**src/rtl/nanosoc_reset_sequencer.sv**
```systemverilog
// -----------------------------------------------------------------------------
// nanosoc_reset_sequencer
//
// Purpose:
//   Merges system reset requests (CPU, watchdog, lockup, PMU/debug) and drives
//   a staged reset of the nanosoc domains: both domains are held in reset,
//   then the AHB (HCLK) domain is released, and after a gap the APB domain is
//   released. A sticky cause register records why the system was reset.
//
// Ports:
//   SYS_FCLK            in   free-running system clock (only clock)
//   SYS_PORESET         in   power-on reset, asynchronous, active-high
//   CPU_SYSRESETREQ     in   CPU system reset request (level)
//   SYS_WDOGRESETREQ    in   watchdog reset request (level)
//   CPU_LOCKUP          in   processor locked up
//   SYS_LOCKUPRESET     in   config: treat lockup as a reset request
//   SYS_PMUDBGRESETREQ  in   PMU/debug reset request (level)
//   RSTINFO_CLR         in   single-cycle pulse clearing the cause register
//   SYS_HRESETn_REQ     out  AHB-domain reset request, active-low
//   SYS_PRESETn_REQ     out  APB-domain reset request, active-low
//   SYS_RSTACTIVE       out  high while any stage is still in reset
//   SYS_RSTINFO         out  sticky cause {DBG, LOCKUP, WDOG, SYSRESETREQ, POR}
// -----------------------------------------------------------------------------
module nanosoc_reset_sequencer #(
    parameter int HOLD_CYCLES = 16,  // 1..2**CNT_W
    parameter int STAGE_GAP   = 4,   // 1..2**CNT_W
    parameter int CNT_W       = 8
) (
    input  logic       SYS_FCLK,
    input  logic       SYS_PORESET,
    input  logic       CPU_SYSRESETREQ,
    input  logic       SYS_WDOGRESETREQ,
    input  logic       CPU_LOCKUP,
    input  logic       SYS_LOCKUPRESET,
    input  logic       SYS_PMUDBGRESETREQ,
    input  logic       RSTINFO_CLR,
    output logic       SYS_HRESETn_REQ,
    output logic       SYS_PRESETn_REQ,
    output logic       SYS_RSTACTIVE,
    output logic [4:0] SYS_RSTINFO
);

    typedef enum logic [1:0] {
        ST_ASSERT = 2'd0,   // both domains held in reset
        ST_REL_H  = 2'd1,   // AHB domain released, APB still in reset
        ST_RUN    = 2'd2    // both domains running
    } state_t;

    // Counter reload values; the counter counts down to zero, so a hold of
    // N cycles loads N-1.
    localparam logic [CNT_W-1:0] HOLD_LOAD = CNT_W'(HOLD_CYCLES - 1);
    localparam logic [CNT_W-1:0] GAP_LOAD  = CNT_W'(STAGE_GAP - 1);

    state_t           state_q, state_d;
    logic [CNT_W-1:0] cnt_q, cnt_d;
    logic             hresetn_q, hresetn_d;
    logic             presetn_q, presetn_d;
    logic             rstactive_q, rstactive_d;
    logic [4:0]       rstinfo_q, rstinfo_d;

    logic [3:0]       req;
    logic             any_req;

    assign req     = {SYS_PMUDBGRESETREQ, CPU_LOCKUP & SYS_LOCKUPRESET,
                      SYS_WDOGRESETREQ, CPU_SYSRESETREQ};
    assign any_req = |req;

    // Next-state logic. Outputs are derived from the next state and then
    // registered, so a request sampled on an edge reaches the pins right after
    // that edge with no combinational path from the request inputs.
    always_comb begin
        // NOTE: every variable gets a default before the case so no path
        // leaves it unassigned; otherwise synthesis infers a latch.
        state_d = state_q;
        cnt_d   = cnt_q;

        case (state_q)
            ST_ASSERT: begin
                if (any_req) begin
                    // A held request keeps restarting the hold window.
                    cnt_d = HOLD_LOAD;
                end else if (cnt_q != '0) begin
                    cnt_d = cnt_q - CNT_W'(1);
                end else begin
                    state_d = ST_REL_H;
                    cnt_d   = GAP_LOAD;
                end
            end
            ST_REL_H: begin
                if (any_req) begin
                    state_d = ST_ASSERT;
                    cnt_d   = HOLD_LOAD;
                end else if (cnt_q != '0) begin
                    cnt_d = cnt_q - CNT_W'(1);
                end else begin
                    state_d = ST_RUN;
                end
            end
            ST_RUN: begin
                if (any_req) begin
                    state_d = ST_ASSERT;
                    cnt_d   = HOLD_LOAD;
                end
            end
            default: begin
                state_d = ST_ASSERT;
                cnt_d   = HOLD_LOAD;
            end
        endcase

        hresetn_d   = (state_d != ST_ASSERT);
        presetn_d   = (state_d == ST_RUN);
        rstactive_d = (state_d != ST_RUN);

        // Clear first, then OR in this cycle's causes so a simultaneous set
        // wins bit by bit. Bit 0 (POR) is only ever set by the reset below.
        rstinfo_d = RSTINFO_CLR ? 5'b00000 : rstinfo_q;
        rstinfo_d = rstinfo_d | {req, 1'b0};
    end

    // NOTE: sequential state uses non-blocking assignments so every register
    // samples pre-edge values, independent of statement order.
    always_ff @(posedge SYS_FCLK or posedge SYS_PORESET) begin
        if (SYS_PORESET) begin
            state_q     <= ST_ASSERT;
            cnt_q       <= HOLD_LOAD;
            hresetn_q   <= 1'b0;
            presetn_q   <= 1'b0;
            rstactive_q <= 1'b1;
            rstinfo_q   <= 5'b00001;
        end else begin
            state_q     <= state_d;
            cnt_q       <= cnt_d;
            hresetn_q   <= hresetn_d;
            presetn_q   <= presetn_d;
            rstactive_q <= rstactive_d;
            rstinfo_q   <= rstinfo_d;
        end
    end

    assign SYS_HRESETn_REQ = hresetn_q;
    assign SYS_PRESETn_REQ = presetn_q;
    assign SYS_RSTACTIVE   = rstactive_q;
    assign SYS_RSTINFO     = rstinfo_q;

endmodule

```
**config.mk**
```make
export PLATFORM = sky130hd
export DESIGN_NAME = nanosoc_reset_sequencer
export DESIGN_NICKNAME = d
export VERILOG_FILES = /design/src/rtl/nanosoc_reset_sequencer.sv
export SDC_FILE = /design/constraint.sdc
export NUM_CORES = 1
export LEC_CHECK = 0
export ABC_AREA = 1
export BUFFER_PORTS_ARGS = -buffer_cell sky130_fd_sc_hd__buf_2
export CORE_MARGIN = 2
export CORE_UTILIZATION = 43
export CTS_CLUSTER_DIAMETER = 80
export CTS_CLUSTER_SIZE = 20
export DETAILED_ROUTE_END_ITERATION = 12
export MAX_ROUTING_LAYER = met4
export PLACE_DENSITY_LB_ADDON = 0.15
export SLEW_MARGIN = 10
export SYNTH_ARGS = -nofsm -noshare
export SYNTH_HDL_FRONTEND = slang
export SYNTH_SLANG_ARGS = --single-unit
```
**constraint.sdc**
```tcl
create_clock -name SYS_FCLK -period 1.3 [get_ports SYS_FCLK]
set_input_delay 0.26 -clock SYS_FCLK [delete_from_list [all_inputs] [get_ports SYS_FCLK]]
set_output_delay 0.26 -clock SYS_FCLK [all_outputs]
set_load 0.02 [all_outputs]
```
# After elaboration in Yosys (flattened, before gate mapping)
# Index checks and enable logic that the tools add are counted.
word_totals:
  regBits: 18
op_classes:
  add_sub_neg: 1
  eq_ne: 6
  mux: 13
  bitwise_logic: 2
  n_reduce_logical: 5
op_table:
  columns: ["cell", "count"]
  rows:
  - ["$mux 8", 5]
  - ["$pmux 8 s3", 1]
  - ["$mux 2", 5]
  - ["$reduce_bool 8->1", 1]
  - ["$sub 8x1->8 const B", 1]
  - ["$pmux 2 s3", 1]
  - ["$mux 5", 1]
  - ["$or 5x5->5", 1]
  - ["$eq 2x2->1 const B", 2]
  - ["$ne 2x2->1 const B", 2]
  - ["$reduce_or 4->1", 1]
  - ["$ne 3x3->1 const B", 1]
  - ["$eq 2x1->1 const B", 1]
  - ["$logic_not 2->1", 1]
  - ["$reduce_and 2->1", 1]
  - ["$reduce_bool 2->1", 1]
  - ["$and 1x1->1", 1]

# Longest topological paths before layout
# Gate-level depths: netlist (run 1).
depth:
  word_depth: 5
  depth_mapped: 9

# Worst setup path after synthesis (run 1)
# Ideal clock, no wire load.
synth_timing:
  path_kind: "flip-flop to flip-flop"
  start: "register cnt_q[0]"
  end: "register cnt_q[7]"
  setup_ns: 0.071
  arrival_ns: 1.320
  setup_slack_ns: -0.091
  stages_incl_launch_ff: 9
  synth_period_minus_slack_ns: 1.391
  cell_sequence: "dfstp_2 inv_1 ha_1 nand2_1 o21ai_2 nand2_4 buf_6 a21oi_2 nor2_1"
synth_between:
  elab_chain_cells: 4
  elab_cells_between_ends: 9
  classes_between: "1 x add/sub; 1 x eq/ne; 5 x mux; 2 x reduce/logical"
synth_rtl:
  columns: ["element", "line", "text"]
  rows:
  - ["start: declaration", "55", "logic [CNT_W-1:0] cnt_q, cnt_d;"]
  - ["start signal: assignment", "133", "cnt_q <= cnt_d;"]
  - ["$sub 8x1->8 / $reduce_bool 8->1 (equally long branches)", null, null]
  - ["$mux 8, on equally long branches", "93, 82", null]
  - ["$mux 8, on equally long branches", "90, 79", null]
  - ["$pmux 8 s3", "77", "case (state_q)"]
# Several ways; a longest one is shown, not always the timed one. The select of a mux whose other input is x is not followed.
# A chain may end at the register's enable or synchronous reset.

# Worst setup path in the final report (run 1)
layout_timing:
  start: "register cnt_q[6]"
  end: "register cnt_q[6]"
# Same word-level chain as after synthesis.

==> impl_metrics.toml, run 1 <==
[global_route]
grt_start_max_net_pins = 19
grt.total_usage_pct = 20.5
grt_pass1_wl_um = 3730
grt_pass1_vias = 873
grt_overflow_total = 0
antenna_found_initial = 0

[clock_network]
numCtsBuffers = 3
clock_latency_ns = 0.30
clkTransAtPathRegs_ns = 0.11
cts.sinks = 18
cts_buffer_depth = 2
cts_tree = "yes"
cts_max_level = 1
clockRootBuffer = "clkbuf_4"

[yosys]
netlist_area_um2 = 888
synthCells = 108
synth_area_per_cell_um2 = 8.23
ys.warnings.count = 0
yosys_register_bits = 18
synth_cell_type_count = 20
ys_seq_area_share_pct = 51.5
syn_nets = 118

[place]
port-buffer-count = 15
hpwlAfterDp_um = 1400
place.gp.congestion = 0.798
dpl_worst_slack_ns = -0.129

[layout]
multi_input_comb_area_um2 = 455
post-route-util_pct = 71.1
final_common_cell = "buf_4"
regArea_um2 = 458
nets = 171
area_growth_pct = 57.0
antennaDiodeCount = 0
drive_above_1_share_pct = 54.4
layout_common_cells = "buf_4, nand2_1, buf_2, inv_1, dfrtp_1"
fill_cells = 169

[routing]
routed_wl_um = 2320
routedWlPerCell_um = 12.4
route.detailed.drc = 0
vias = 870
routed_via_density = 4.65
firstDrtPassIters = 4
detail-route-antenna-nets = 0
drtIter0Drc = 14

[floorplan]
start_util_pct = 45.3
fp.dieArea_mm2 = 0.00245
die_h_um = 49.5
core-area_mm2 = 0.00196
rows = 16
io_pins = 16
die_width_um = 49.5

[critical_path]
reg2reg_to = "cnt_q[6]"
r2r_slack_ns = -0.12
critPathMaxFanout = 5
critical_path.max_stage_delay_ns = 0.42
r2r-start = "cnt_q[6]"
cp-start-kind = "flop"
crit_type = "reg2reg"
cp.arrival_ns = 1.62
path_buf_inv = 1
crit_required_ns = 1.51
path_cells = "nor2_4 -> nand2_4 -> o21ai_4 -> nand2_4 -> buf_6 -> a21oi_2 -> nor2_1"
cp_top_family = "flip-flops"
rr_worst_depth = 7
slowest_stage = "dfrtp_1"
cp-end-kind = "flop"
cpMostUsedCell = "nand2_4"

[status]
status = "finished, violations left"
violations = "setup timing"

[worst_hold_path]
min_to = "SYS_RSTINFO[0]"
hp-start = "RSTINFO_CLR"
holdCritPathClass = "in2reg"
whs_path_depth = 2

[sta]
min_period_over_period_pct = 109
worstMarginPinSlew_ns = 0.247
slew_headroom_pct = 83.5
clock-skew-final_ns = 0.0122
post-route-min-period_ns = 1.42
max_freq_ghz = 0.706
report.final.slew_viol_count = 0
setup-violations-final = 11
rsz0062_at_grt = "true"
setup_ws_ns = -0.117
hold_viol = 0

[job]
maxCapViolations = 0

[pwr]
leakagePower_nw = 0.752
vdd_drop_max_mv = 0.615
power_density_mw_per_mm2 = 726
-- through the flow --
stage	hold WS (ns)	cell area (um2)	setup TNS (ns)	total power [W]	instances
3_3_place_gp	0.281	1180	-0.558	0.000660	172
2_1_floorplan	0.194	906	0	0.000628	108
3_5_place_dp	0.283	1180	-0.803	0.000662	172
5_1_grt	0.137	1400	-1.81	0.00105	187
4_1_cts	0.122	1290	-0.628	0.00103	181
6_report	0.137	1400	-0.885	0.00101	187
-- Yosys cell counts, drive strengths merged --
cell type	n	share of area, %
nor2	13	5.8
xor2	2	2.0
inv	20	8.5
o21ai	8	5.4
nor3	2	1.1
buf	1	1.3
nand2	31	15
a21oi	4	3.1
nand4	1	0.70
ha	2	2.8
dfstp	6	18
nand3	6	3.4
dfrtp	12	34
-- timing repair --
item	in CTS	in global routing
cloned	1	1
hold buffers	1	0
buffers inserted	3	5
gates resized for setup	10	17
hold endpoints to repair	12	0
pin swaps	4	7
setup endpoints to repair	11	12
-- worst max-delay path by stage --
stage	startpoint	end	slack, ns	cells past startpoint
after floorplan	cnt_q[1]	cnt_q[7]	0.006	8
after global placement	cnt_q[3]	cnt_q[4]	-0.1	9
after detailed placement	cnt_q[0]	cnt_q[4]	-0.13	8
after CTS	cnt_q[4]	cnt_q[1]	-0.11	7
after global routing	cnt_q[4]	cnt_q[6]	-0.21	7
final	cnt_q[6]	cnt_q[6]	-0.12	7
-- cell families (layout without fill, tap and decap cells) --
kind of cell,count (synthesis),count (layout),synth area share (%)
simple gates,53,55,25.5
buf+inv,21,71,9.72
flops,18,18,51.5
compound gates,12,12,8.45
fa+ha+maj,2,2,2.82
xor+xnor,2,2,1.97
-- state kept, by name (all words and copies together) (netlist names) --
register,count
SYS_HRESETn_REQ,1
SYS_PRESETn_REQ,1
SYS_RSTACTIVE,1
SYS_RSTINFO,5
cnt_q,8
state_q,2
-- worst register-to-register path: stages (launching register included) --
cell and delay (ns):
dfrtp_1 0.42, nor2_4 0.15, nand2_4 0.08, o21ai_4 0.25, nand2_4 0.13, buf_6 0.14, a21oi_2 0.10, nor2_1 0.05
-- final cells by class --
class	instances	area share, %
clock buffer	4	2.60
inverter	20	5.38
multi-input combinational	71	32.6
sequential	18	32.8
tap	27	2.42
timing repair buffer	47	24.1
-- where the power goes --
group / switching (W) / internal, W
Clock: 0.000181 / 0.000171
Sequential: 0.00000495 / 0.000572
Combinational: 0.0000518 / 0.0000323
Total: 0.000238 / 0.000775
-- layer usage --
metal  global-route usage (%)  vias up  wire length, um
met5                        -        -                0
met4                     9.72        0               53
met3                     2.12        6               48
met2                     35.1       14             1170
met1                     24.2      413             1050
li1                         -      437                -
(Power assumes the default switching activity.)
==> run 2, diff against run 1 <==
--- a/config.mk
+++ b/config.mk
@@ -12,6 +12,7 @@
 export CTS_CLUSTER_DIAMETER = 80
 export CTS_CLUSTER_SIZE = 20
 export DETAILED_ROUTE_END_ITERATION = 12
+export GPL_TIMING_DRIVEN = 0
 export MAX_ROUTING_LAYER = met4
 export PLACE_DENSITY_LB_ADDON = 0.15
 export SLEW_MARGIN = 10
==> impl_metrics.toml, run 2 (synthesized netlist as in run 1, its figures left out) <==
[status]
status = "finished, violations left"
violations = "setup timing"

[floorplan]
die_h_um = 49.5
core-area_mm2 = 0.00196
io_pins = 16
start_util_pct = 45.3
fp.dieArea_mm2 = 0.00245
rows = 16
die_width_um = 49.5

[clock_network]
clkTransAtPathRegs_ns = 0.11
cts_max_level = 1
cts_hold_buf = 0
numCtsBuffers = 3
cts_buffer_depth = 2
cts.sinks = 18
cts_tree = "yes"
clock_latency_ns = 0.31
clockRootBuffer = "clkbuf_4"

[critical_path]
rr_worst_depth = 9
crit_type = "reg2reg"
reg2reg_to = "cnt_q[5]"
r2r_slack_ns = -0.16
cp.arrival_ns = 1.67
r2r-start = "cnt_q[0]"
critPathLaunch = "cnt_q[0]"
critPathMaxFanout = 5
cp-start-kind = "flop"
cp-end-kind = "flop"
crit_required_ns = 1.51

[global_route]
grt.total_usage_pct = 20.3
grt_overflow_total = 0
antenna_found_initial = 0
grt_pass1_vias = 788
grt_start_max_net_pins = 19
grt_pass1_wl_um = 3640

[routing]
detail-route-antenna-nets = 0
routed_via_density = 4.84
route.detailed.drc = 0
vias = 847
firstDrtPassIters = 4
routed_wl_um = 2350
routedWlPerCell_um = 13.4
drtIter0Drc = 14

[pwr]
leakagePower_nw = 0.726
power_density_mw_per_mm2 = 759
power_w = 0.00102
vdd_drop_max_mv = 0.583

[place]
dpl_worst_slack_ns = -0.155
port-buffer-count = 15
place.gp.congestion = 0.849
hpwlAfterDp_um = 1200

[layout]
post-route-util_pct = 68.3
final_common_cell = "nand2_1"
nets = 159
top_register = "cnt_q"
antennaDiodeCount = 0
drive_above_1_share_pct = 55.4
area_growth_pct = 50.8
largest_reg_flops = 8
layout_common_cells = "nand2_1, buf_4, buf_2, inv_1, dfrtp_1"
fill_cells = 169

[sta]
max_freq_ghz = 0.683
worstMarginPinSlew_ns = 0.671
post-route-min-period_ns = 1.46
rsz0062_at_grt = "true"
hold_viol = 0
setup-violations-final = 12
holdWs_ns = 0.0278
slew_headroom_pct = 55.2
setup_ws_ns = -0.163
clock-skew-final_ns = 0.00556
report.final.slew_viol_count = 0
min_period_over_period_pct = 113

[job]
maxCapViolations = 0

[worst_hold_path]
holdCritPathClass = "in2async"
-- run 2: where the power goes --
| group | internal, W | switching, W |
|---|---|---|
| Combinational | 0.0000291 | 0.0000500 |
| Clock | 0.000171 | 0.000190 |
| Sequential | 0.000572 | 0.00000543 |
-- run 2: what timing repair did --
item | CTS | global route
buffers inserted | 8 | 11
setup endpoints to repair | 11 | 11
cloned | 1 | 1
gates resized for setup | 9 | 25
pin swaps | 8 | 13
-- run 2: metrics by stage --
step	std cells	cell area [um2]	TNS (ns)
floorplan	108	906	0
global placement	150	1010	-0.752
detailed placement	150	1010	-0.991
CTS	163	1150	-0.675
global route	175	1340	-1.81
finish	175	1340	-1.05
-- run 2: worst max-delay path by stage --
| stage | end | depth (start not counted) |
|---|---|---|
| global route | cnt_q[5] | 9 |
| global placement | cnt_q[6] | 9 |
| floorplan | cnt_q[7] | 8 |
| CTS | cnt_q[4] | 9 |
| finish | cnt_q[5] | 9 |
| detailed placement | cnt_q[4] | 9 |
-- run 2: layout make-up --
| class | count | area, um2 | share of cell area [%] |
|---|---|---|---|
| multi-input combinational | 70 | 464 | 34.6 |
| timing repair buffer | 35 | 254 | 19.0 |
| tap | 27 | 33.8 | 2.52 |
| sequential | 18 | 459 | 34.3 |
| buffer | 1 | 15.0 | 1.12 |
| inverter | 20 | 77.6 | 5.79 |
| clock buffer | 4 | 36.3 | 2.71 |
-- run 2: metal layers --
layer	part of all wire (%)	track usage, %
met2	51	30.9
met4	3.5	8.80
met3	3.9	6.36
met1	41	24.9
met5	0	-
-- run 2: worst max-delay path, cell delays in order (launching register included) --
cell and delay, ns:
dfstp_2 0.57, inv_4 0.05, ha_4 0.16, nand2_4 0.08, o21ai_4 0.07, buf_4 0.15, nand2_4 0.08, nand3_1 0.09
nand2_1 0.08, nor2_1 0.04
==> run 3, diff against run 2 <==
--- a/config.mk
+++ b/config.mk
@@ -5,7 +5,6 @@
 export SDC_FILE = /design/constraint.sdc
 export NUM_CORES = 1
 export LEC_CHECK = 0
-export ABC_AREA = 1
 export BUFFER_PORTS_ARGS = -buffer_cell sky130_fd_sc_hd__buf_2
 export CORE_MARGIN = 2
 export CORE_UTILIZATION = 43
==> impl_metrics.toml, run 3 <==
[worst_hold_path]
holdCritPathClass = "in2async"

[global_route]
grt_util_met3_pct = 1.75
antenna_found_initial = 0
grt.busiest_layer = "met2"
grt.total_usage_pct = 18.9
grt_use_met1_pct = 22.4
grt_pass1_wl_um = 3560
met2_usage_pct = 32.5
grt_pass1_vias = 804
grt_overflow_total = 0
grt_start_max_net_pins = 19

[sta]
holdWs_ns = 0.0303
hold_viol = 0
worstMarginPinSlew_ns = 0.942
post-route-min-period_ns = 1.72
max_freq_ghz = 0.580
rsz0062_at_grt = "true"
report.final.slew_viol_count = 0
tns_ns = -3.82
slew_headroom_pct = 37.2
clock-skew-final_ns = 0.00693
min_period_over_period_pct = 133
setup_ws_ns = -0.423
setup-violations-final = 13

[clock_network]
clockRootBuffer = "clkbuf_4"
clock_latency_ns = 0.30
cts_buffer_depth = 2
cts.sinks = 18
numCtsBuffers = 3
cts_tree = "yes"
cts_hold_buf = 0
cts_max_level = 1
clkTransAtPathRegs_ns = 0.11

[layout]
largest_reg_flops = 8
top_register = "cnt_q"
fill_cells = 191
area_growth_pct = 38.1
nets = 128
drive_above_1_share_pct = 56.4
antennaDiodeCount = 0
layout_common_cells = "buf_2, dfrtp_1, buf_4, dfstp_2"
final_common_cell = "buf_2"

[critical_path]
critPathMaxFanout = 5
r2r-start = "cnt_q[1]"
cp-end-kind = "flop"
reg2reg_to = "cnt_q[6]"
cp-start-kind = "flop"
crit_required_ns = 1.54
crit_type = "reg2reg"
cp.arrival_ns = 1.96
rr_worst_depth = 6
r2r_slack_ns = -0.42

[yosys]
synth_most_common_cell = "dfrtp_1"
netlist_area_um2 = 960
async_flop_share_pct = 100
synthFlopType = "dfrtp_1"
synthCells = 85
yosys_register_bits = 18
synth_top_area_share_pct = 31.3
synth_cell_type_count = 34
synth_area_leaders = "dfrtp_1, dfstp_2, a2111oi_4, mux2i_1, nand3_1"
synth_edf_count = 0
netlist.top_cell.by_area = "dfrtp_1"
ys_seq_area_share_pct = 47.7
ys.warnings.count = 0
synth_area_per_cell_um2 = 11.3
syn_nets = 95
synthTopCellsByCount = "dfrtp_1, inv_1, dfstp_2, nand3_1"

[pwr]
vdd_drop_max_mv = 0.672
power_density_mw_per_mm2 = 776
leakagePower_nw = 0.570

[floorplan]
core-area_mm2 = 0.00217
die_h_um = 51.2
fp.dieArea_mm2 = 0.00263
rows = 17
start_util_pct = 44.2
die_width_um = 51.2
io_pins = 16

[routing]
detail-route-antenna-nets = 0
routed_wl_um = 2200
vias = 787
routed_via_density = 5.43
drtIter0Drc = 10
routedWlPerCell_um = 15.2
firstDrtPassIters = 4
route.detailed.drc = 0

[job]
maxCapViolations = 0

[status]
status = "finished, violations left"
violations = "setup timing"

[place]
place.gp.congestion = 0.770
port-buffer-count = 15
hpwlAfterDp_um = 1350
## run 3: logic make-up after synthesis
group	synth area share (%)
and+or+nand+nor	18.6
AOI/OAI and AO/OA	21.5
DFF	47.7
buffers and inverters	4.43
muxes	4.17
adders and majority gates	2.61
xor gates and xnor gates	0.913
## run 3: cell type report
type                       count  area (um2)  share of cell area (%)
sequential                    18         458                    34.6
buffer                         2        12.5                   0.944
multi-input combinational     57         569                    43.0
inverter                       8        30.0                    2.27
clock buffer                   4        36.3                    2.74
timing repair buffer          28         184                    13.9
tap                           28        35.0                    2.64
## run 3: worst max-delay path by stage
stage                     startpoint  cells past startpoint        to  slack (ns)
after global routing        cnt_q[1]                      6  cnt_q[6]       -0.49
final                       cnt_q[1]                      6  cnt_q[6]       -0.42
after floorplan             cnt_q[1]                      6  cnt_q[6]       -0.40
after CTS                   cnt_q[1]                      6  cnt_q[6]       -0.43
after detailed placement    cnt_q[1]                      6  cnt_q[5]       -0.54
after global placement      cnt_q[0]                      6  cnt_q[5]       -0.48
## run 3: routing by layer
| metal | part of all wire (%) | vias up |
|---|---|---|
| met5 | 0 | - |
| met4 | 1.9 | 0 |
| met3 | 1.9 | 5 |
| met2 | 55 | 14 |
| met1 | 42 | 396 |
| li1 | - | 372 |
## run 3: timing repair
action / 4_1_cts / 5_1_grt
setup buffers: 9 / 4
hold endpoints to repair: 0 / 0
pin swaps: 9 / 7
endpoints found under the setup margin: 13 / 13
resized for setup: 14 / 12
## run 3: worst max-delay path: stages (launching register included)
cell and delay [ns]:
dfstp_2 0.56, inv_2 0.05, ha_4 0.14, nor4b_4 0.13
a31o_4 0.26, a2111oi_4 0.30, mux2i_1 0.21
## run 3: stage by stage
| step | instance area, um2 | utilization [%] | setup WS (ns) | cells | power, W |
|---|---|---|---|---|---|
| after floorplan | 962 | - | -0.403 | 85 | 0.000634 |
| after global placement | 1070 | 49.4 | -0.481 | 128 | 0.000670 |
| after detailed placement | 1070 | 49.4 | -0.535 | 128 | 0.000672 |
| after CTS | 1230 | 56.9 | -0.434 | 141 | 0.00103 |
| after global routing | 1330 | 61.1 | -0.493 | 145 | 0.00107 |
| final | 1330 | 61.1 | -0.423 | 145 | 0.00103 |
## run 3: power by group
group          internal, W  leakage, nW  switching (W)
Sequential        0.000572        0.219     0.00000560
Clock             0.000171       0.0210       0.000188
Combinational    0.0000337        0.329      0.0000578
